<file path="config.mk">
export PLATFORM = sky130hd
export DESIGN_NAME = sym_map_multi
export DESIGN_NICKNAME = d
export VERILOG_FILES = /design/src/rtl/sym_map_multi.sv
export SDC_FILE = /design/constraint.sdc
export NUM_CORES = 1
export LEC_CHECK = 0
export ABC_CLOCK_PERIOD_IN_PS = 2100
export BUFFER_PORTS_ARGS = -buffer_cell sky130_fd_sc_hd__buf_2
export CORE_MARGIN = 2
export CORE_UTILIZATION = 45
export CTS_CLUSTER_DIAMETER = 60
export CTS_CLUSTER_SIZE = 16
export DETAILED_ROUTE_END_ITERATION = 7
export PLACE_DENSITY = 0.73
export SYNTH_ARGS = -nofsm -noshare
export SYNTH_HDL_FRONTEND = slang
export SYNTH_SLANG_ARGS = --single-unit
</file>
<file path="constraint.sdc">
create_clock -name clk -period 2.1 [get_ports clk]
set_input_delay 0.42 -clock clk [delete_from_list [all_inputs] [get_ports clk]]
set_output_delay 0.42 -clock clk [all_outputs]
set_load 0.02 [all_outputs]
</file>
<file path="src/rtl/sym_map_multi.sv">
// Octet-to-symbol mapper: BPSK / QPSK / Gray 16-QAM, LSB-first bit consumption.
// Valid/ready on both sides; the next octet is accepted on the last symbol handshake.
module sym_map_multi #(
    parameter int unsigned OUT_W  = 16,
    parameter int unsigned FRAC_W = 13
) (
    input  logic             clk,
    input  logic             rst_n,
    input  logic [1:0]       mode_i,
    input  logic [7:0]       x_i,
    input  logic             x_valid_i,
    output logic             x_ready_o,
    output logic [OUT_W-1:0] y_i_o,
    output logic [OUT_W-1:0] y_q_o,
    output logic             y_last_o,
    output logic             y_valid_o,
    input  logic             y_ready_i
);

    typedef enum logic [1:0] {
        S_IDLE = 2'b01,
        S_EMIT = 2'b10
    } state_t;

    localparam int unsigned ONE_I = 1 << FRAC_W;
    localparam int unsigned T_I   = (ONE_I + 1) / 3;

    localparam logic [OUT_W-1:0] P_ONE = OUT_W'(ONE_I);
    localparam logic [OUT_W-1:0] P_T   = OUT_W'(T_I);
    localparam logic [OUT_W-1:0] N_ONE = ~P_ONE + OUT_W'(1);
    localparam logic [OUT_W-1:0] N_T   = ~P_T + OUT_W'(1);

    state_t     state;
    logic [7:0] octet_r;
    logic [1:0] mode_r;
    logic [2:0] idx;

    logic       hs;
    logic       accept;
    logic [7:0] octet_nx;
    logic [2:0] idx_nx;
    logic       last_nx;

    function automatic logic [2:0] bits_per_sym(input logic [1:0] m);
        case (m)
            2'd0:    return 3'd1;
            2'd2:    return 3'd4;
            default: return 3'd2;
        endcase
    endfunction

    function automatic logic [3:0] nsym_of(input logic [1:0] m);
        case (m)
            2'd0:    return 4'd8;
            2'd2:    return 4'd2;
            default: return 4'd4;
        endcase
    endfunction

    function automatic logic [OUT_W-1:0] pm_one(input logic b);
        return b ? P_ONE : N_ONE;
    endfunction

    // Gray order along the axis: 00, 01, 11, 10 from most negative to most positive.
    function automatic logic [OUT_W-1:0] qam_lvl(input logic [1:0] g);
        case (g)
            2'b00:   return N_ONE;
            2'b01:   return N_T;
            2'b11:   return P_T;
            default: return P_ONE;
        endcase
    endfunction

    function automatic logic [OUT_W-1:0] map_i(input logic [1:0] m, input logic [3:0] b);
        if (m == 2'd2) return qam_lvl(b[1:0]);
        return pm_one(b[0]);
    endfunction

    function automatic logic [OUT_W-1:0] map_q(input logic [1:0] m, input logic [3:0] b);
        case (m)
            2'd0:    return '0;
            2'd2:    return qam_lvl(b[3:2]);
            default: return pm_one(b[1]);
        endcase
    endfunction

    assign hs        = y_valid_o & y_ready_i;
    assign x_ready_o = rst_n & ((state == S_IDLE) | ((state == S_EMIT) & hs & y_last_o));
    assign accept    = x_valid_i & x_ready_o;

    assign octet_nx = octet_r >> bits_per_sym(mode_r);
    assign idx_nx   = idx + 3'd1;
    assign last_nx  = ({1'b0, idx_nx} == (nsym_of(mode_r) - 4'd1));

    always_ff @(posedge clk or negedge rst_n) begin
        if (!rst_n) begin
            state     <= S_IDLE;
            octet_r   <= '0;
            mode_r    <= '0;
            idx       <= '0;
            y_i_o     <= '0;
            y_q_o     <= '0;
            y_last_o  <= 1'b0;
            y_valid_o <= 1'b0;
        end else if (accept) begin
            // Covers both an idle start and a gapless follow-on at the last handshake.
            state     <= S_EMIT;
            octet_r   <= x_i;
            mode_r    <= mode_i;
            idx       <= '0;
            y_i_o     <= map_i(mode_i, x_i[3:0]);
            y_q_o     <= map_q(mode_i, x_i[3:0]);
            y_last_o  <= (nsym_of(mode_i) == 4'd1);
            y_valid_o <= 1'b1;
        end else if ((state == S_EMIT) && hs) begin
            if (y_last_o) begin
                state     <= S_IDLE;
                y_valid_o <= 1'b0;
                y_last_o  <= 1'b0;
            end else begin
                octet_r  <= octet_nx;
                idx      <= idx_nx;
                y_i_o    <= map_i(mode_r, octet_nx[3:0]);
                y_q_o    <= map_q(mode_r, octet_nx[3:0]);
                y_last_o <= last_nx;
            end
        end
    end

endmodule

</file>
Yosys cells after proc, flatten, opt, wreduce, memory -nomap -nowiden
Cells that the tools add are included.

cells by class
  $add $sub $neg = 2
  equality and inequality tests = 15
  shift operators = 1
  multiplexer cells = 45
  bitwise logic cells = 6
  reduce and logical (&&, ||, !) cells = 11

operator list
  operator                                                count
  2-to-1 mux 16 bit                                       14
  case mux 16 bit (3 select lines)                        4
  case mux 16 bit (2 select lines)                        2
  2-to-1 mux 8 bit                                        3
  case mux 4 bit (2 select lines)                         2
  equality test 2 bit (second input constant)             7
  zero test 2 bit                                         6
  2-to-1 mux 1 bit                                        12
  equality test 2 x 1 -> 1 bit (second input constant)    5
  2-to-1 mux 3 bit                                        3
  right shift 8 x 3 -> 8 bit                              1
  2-to-1 mux 2 bit                                        3
  case mux 3 bit (2 select lines)                         1
  bitwise AND 1 bit                                       5
  equality test 3 x 4 -> 1 bit                            1
  equality test 4 x 1 -> 1 bit (second input constant)    1
  2-to-1 mux 4 bit                                        1
  AND reduction 2 bit                                     2
  nonzero test 2 bit                                      2
  subtractor 4 x 1 -> 4 bit (second input constant)       1
  adder 3 x 1 -> 3 bit (second input constant)            1
  inequality test 2 x 1 -> 1 bit (second input constant)  1
  logical AND 1 bit                                       1
  OR 1 bit                                                1

word-level totals
  register bits after elaboration = 49
  bits of input ports = 14
  word-level logic and storage cells = 88

Longest topological paths before layout
  word-level depth = 11
  mapped depth = 6
  depth with buffers taken out = 5

Least setup slack after synthesis
OpenSTA, ideal clock, no wires.

  path type = flip-flop to output port
  start point = register y_valid_o
  end point = output port x_ready_o
  arrival time = 1.277 ns
  data required time = 1.680 ns
  setup slack = 0.403 ns
  stages on the path, launching flop included = 3
  path buffers = 0
  cells stage by stage = dfrtp_1 -> nand2b_2 -> a21boi_0

on the way
  cells in the longest elaborated chain, start to end = 5

ends and longest elaborated chain
  what                            line  source
  from (decl)                     16    output logic y_valid_o,
  from (signal assigned)          104   y_valid_o <= 1'b0;
  from (signal assigned)          114   y_valid_o <= 1'b1;
  from (signal assigned)          118   y_valid_o <= 1'b0;
  bitwise AND 1 bit               87    assign hs = y_valid_o & y_ready_i;
  bitwise AND 1 bit (2 in a row)  88    assign x_ready_o = rst_n & ((state == S_IDLE) | ((state == S_EMIT) & hs & y_last_o));
  OR 1 bit                        88
  bitwise AND 1 bit               88
  to (decl)                       12    output logic x_ready_o,

Every way passes these cells.

Final worst setup path
  start point = input port rst_n
  end point = output port x_ready_o

on the way
  cells in the longest elaborated chain, start to end = 1

ends and longest elaborated chain
  what               line  source
  from (decl)        8     input logic rst_n,
  bitwise AND 1 bit  88

Every way passes these cells.

==> impl_results.rst <==
.. list-table::
   :header-rows: 1

   * - Metric
     - Value
   * - First-pass GRT wire length
     - 5420 um
   * - Aggregate global routing overflow
     - 0
   * - Most used cell, CP
     - sky130_fd_sc_hd__buf_2
   * - RSZ-0062 raised after global routing
     - false
   * - Synth async-reset ratio
     - 100%
   * - Required time at the worst-slack endpoint
     - 1.68 ns
   * - Initial cell density of the core
     - 46.8%
   * - Ratio of cells with drive above 1 in the final layout
     - 32.0%
   * - Cell Area, Synth
     - 1550 um2
   * - Vias in the first global route
     - 1135
   * - Arrival time of data at the critical path endpoint
     - 1.57 ns
   * - Worst min-delay path class
     - in -> reg
   * - Number of clock sinks
     - 25
   * - Slowest cell on the critical path
     - sky130_fd_sc_hd__dlygate4sd3_1
   * - Final Critical Period
     - 1.99 ns
   * - Largest net degree at the start of global routing
     - 18
   * - Floorplan core area
     - 3310 um2
   * - Die Area
     - 3930 um2
   * - Headroom to the max-slew limit
     - 60.5%
   * - DRT Pass-1 Iters
     - 4
   * - Total clock buffers created by CTS
     - 3
   * - Primary FF master, synth
     - sky130_fd_sc_hd__dfrtp_1
   * - Placer Congestion
     - 0.891
   * - Synthesized instance count
     - 172
   * - Synthesized Nets
     - 187
   * - Setup violation total in the final timing report
     - 0
   * - Number of enable-type register cells in the synthesized netlist
     - 0
   * - Setup Total Neg Slack
     - 0 ns
   * - Number of top-level design ports
     - 49
   * - Final #Nets
     - 216
   * - Outcome
     - complete, no violations
   * - Clock latency reported for the late side of the worst-skew pair
     - 0.32 ns
   * - Die height
     - 62.7 um
   * - PostCTS Resize Cnt
     - 0
   * - Worst path buffer plus inverter count
     - 3
   * - Flip-flop and latch count after synthesis
     - 25
   * - Power per Cell Area
     - 1560 nW/um2
   * - Final antenna-violating net count
     - 0
   * - Period utilisation layout
     - 94.8%
   * - Final standard cell utilization of the core
     - 52.3%
   * - Number of max-capacitance violations reported
     - 0
   * - Clk_skew
     - 0.00624 ns
   * - Detailed-route DRC error count
     - 0
   * - Count of endpoints failing hold in the final timing report
     - 0
   * - Number of warning messages in the yosys log
     - 0
   * - Maximum ir drop on the vdd rail
     - 0.000589 V
   * - TritonCTS clock tree
     - built
   * - P&R area growth vs syn
     - 11.7%
   * - Aggregate global-route resource usage
     - 17.2%
   * - Die Width
     - 62.7 um
   * - Type of element launching the critical path
     - primary input
   * - Distinct cell type count after synthesis
     - 45
   * - Vias per std cell
     - 5.36
   * - Clock transition at the registers of the reported paths
     - 0.13 ns
   * - Worst Path Class, Setup
     - in -> out
   * - Maximum number of buffers from clock root to sink
     - 2
   * - Max frequency
     - 502 MHz
   * - CTS H-tree lvls
     - 1
   * - Cell Rows
     - 21
   * - Antenna diodes
     - 0
   * - Largest driver fanout on the critical path
     - 12
   * - Critical path's largest stage delay
     - 0.52 ns
   * - Final slew viol count
     - 0
   * - Dpl hpwl
     - 2410 um
   * - Total wire length
     - 3250 um
   * - # port buffers
     - 48
   * - Pleak
     - 0.799 nW
   * - Transition at the pin with the smallest max-transition slack
     - 0.591 ns
   * - CTS Root Cell
     - sky130_fd_sc_hd__clkbuf_4
   * - Type of destination of the critical path
     - output pin
   * - Vias
     - 1319
   * - Kind of cell with the highest combined delay on the critical path
     - buffers and inverters
   * - Cells along the critical path
     - dlygate4sd3_1, buf_2, a21boi_0, buf_2
   * - Number of antenna violations at the first check in global routing
     - 0
   * - Sequential-to-total area share from yosys stat
     - 40.4%
   * - Violation count after the first detailed-routing iteration
     - 49
   * - Routed wire length per instance
     - 13.2 um
   * - Synthesized area per cell
     - 9.01 um2
[sequential cells by signal (all words and copies together), names as in the netlist]
name and count:
octet_r 7, y_q_o 5, y_valid_o 1, y_i_o 5
idx 3, state 1, mode_r 2, y_last_o 1
[cells by family (layout without fill, tap and decap cells)]
group | count (synthesis) | count (layout) | synth area share [%]
compound gates | 55 | 55 | 23.9
xor+xnor | 1 | 1 | 0.565
fa+ha+maj | 1 | 1 | 0.807
buf+inv | 38 | 66 | 15.5
flops | 25 | 25 | 40.4
mux | 3 | 3 | 2.10
simple gates | 49 | 49 | 16.7
[synthesized netlist by cell type, drive strengths merged (4+ instances only)]
cell / number / area (um2)
a21boi: 4 / 30.0
inv: 6 / 22.5
a31oi: 5 / 31.3
a21oi: 9 / 56.3
buf: 29 / 206
o21ai: 16 / 80.1
nand3b: 4 / 30.0
dfrtp: 24 / 601
nand2: 16 / 60.1
nor2: 9 / 33.8
a22oi: 5 / 37.5
[power by group]
group / internal (mW) / leakage [nW] / switching (mW)
Combinational: 0.592 / 0.474 / 0.909
Clock: 0.0743 / 0.0150 / 0.142
Sequential: 0.707 / 0.310 / 0.272
Total: 1.37 / 0.799 / 1.32
[path summary, 6_finish.rpt]
| path | from | to | slack (ns) | cells past startpoint |
|---|---|---|---|---|
| worst min-delay path | x_i[6] | octet_r[6] | 0.29 | 3 |
| worst min register to register | octet_r[2] | octet_r[2] | 0.53 | 2 |
| worst max-delay path | rst_n | x_ready_o | 0.11 | 4 |
| min in group asynchronous | rst_n | y_q_o[12] | 0.47 | 2 |
| max in group asynchronous | rst_n | mode_r[1] | 1.13 | 3 |
| worst max register to register | state[0] | y_q_o[11] | 0.48 | 5 |
[cell type report]
type | instances | area (um2)
Fill cell | 338 | 1580
Multi-Input combinational cell | 109 | 683
Sequential cell | 25 | 627
Timing Repair Buffer | 56 | 315
Tap cell | 46 | 57.6
Clock buffer | 4 | 26.3
Inverter | 6 | 22.5
[worst reg2reg max path, cell delays in order (launching register included)]
cell	delay, ns
sky130_fd_sc_hd__dfstp_2	0.60
sky130_fd_sc_hd__nand4b_1	0.19
sky130_fd_sc_hd__a21oi_4	0.10
sky130_fd_sc_hd__buf_12	0.14
sky130_fd_sc_hd__or3_1	0.35
sky130_fd_sc_hd__a31oi_1	0.16
[metrics by stage]
step | hold WS [ns] | area [um2] | cells | total power, mW | worst slack [ns]
floorplan | 0.124 | 1550 | 172 | 2.27 | 0.403
global placement | 0.295 | 1670 | 239 | 2.45 | 0.402
detailed placement | 0.299 | 1670 | 239 | 2.48 | 0.344
CTS | 0.277 | 1700 | 244 | 2.70 | 0.0818
global route | 0.299 | 1730 | 246 | 2.91 | 0.00906
finish | 0.291 | 1730 | 246 | 2.70 | 0.110
[placed cells by master, fill, tap and decap left out, types with 2 or more instances in the layout]
cell | netlist | routed
sky130_fd_sc_hd__o21ai_1 | 2 | 2
sky130_fd_sc_hd__a221o_1 | 3 | 3
sky130_fd_sc_hd__nor2_1 | 9 | 9
sky130_fd_sc_hd__nand2_1 | 16 | 16
sky130_fd_sc_hd__or3_1 | 2 | 2
sky130_fd_sc_hd__o31ai_1 | 2 | 2
sky130_fd_sc_hd__buf_4 | 22 | 6
sky130_fd_sc_hd__inv_1 | 6 | 6
sky130_fd_sc_hd__o21ai_0 | 14 | 14
sky130_fd_sc_hd__a21boi_0 | 4 | 4
sky130_fd_sc_hd__a211o_1 | 2 | 2
sky130_fd_sc_hd__and3_1 | 2 | 2
sky130_fd_sc_hd__nand4_1 | 2 | 2
sky130_fd_sc_hd__dfrtp_1 | 24 | 24
sky130_fd_sc_hd__nand3b_1 | 4 | 4
sky130_fd_sc_hd__a21oi_1 | 8 | 8
sky130_fd_sc_hd__clkbuf_4 | 0 | 3
sky130_fd_sc_hd__a22oi_1 | 5 | 5
sky130_fd_sc_hd__a31oi_1 | 5 | 5
sky130_fd_sc_hd__nand3_1 | 3 | 3
sky130_fd_sc_hd__nor2b_1 | 3 | 3
sky130_fd_sc_hd__mux2_2 | 2 | 2
sky130_fd_sc_hd__nand2b_1 | 2 | 2
sky130_fd_sc_hd__buf_2 | 6 | 48
[repair_timing]
action | CTS | global route
hold buffers | 1 | 0
hold endpoints to repair | 7 | 0
buffers inserted | 0 | 2
endpoints found under the setup margin | 0 | 1
[routing by layer]
layer / vias up / global-route usage [%] / routed length (um)
met3: 4 / 2.16 / 198
met1: 614 / 25.7 / 1500
met4: 0 / 5.83 / 40
li1: 649 / - / -
met5: - / 0 / 0
met2: 52 / 25.7 / 1510
Note: power is estimated with default switching activity, not from simulation.
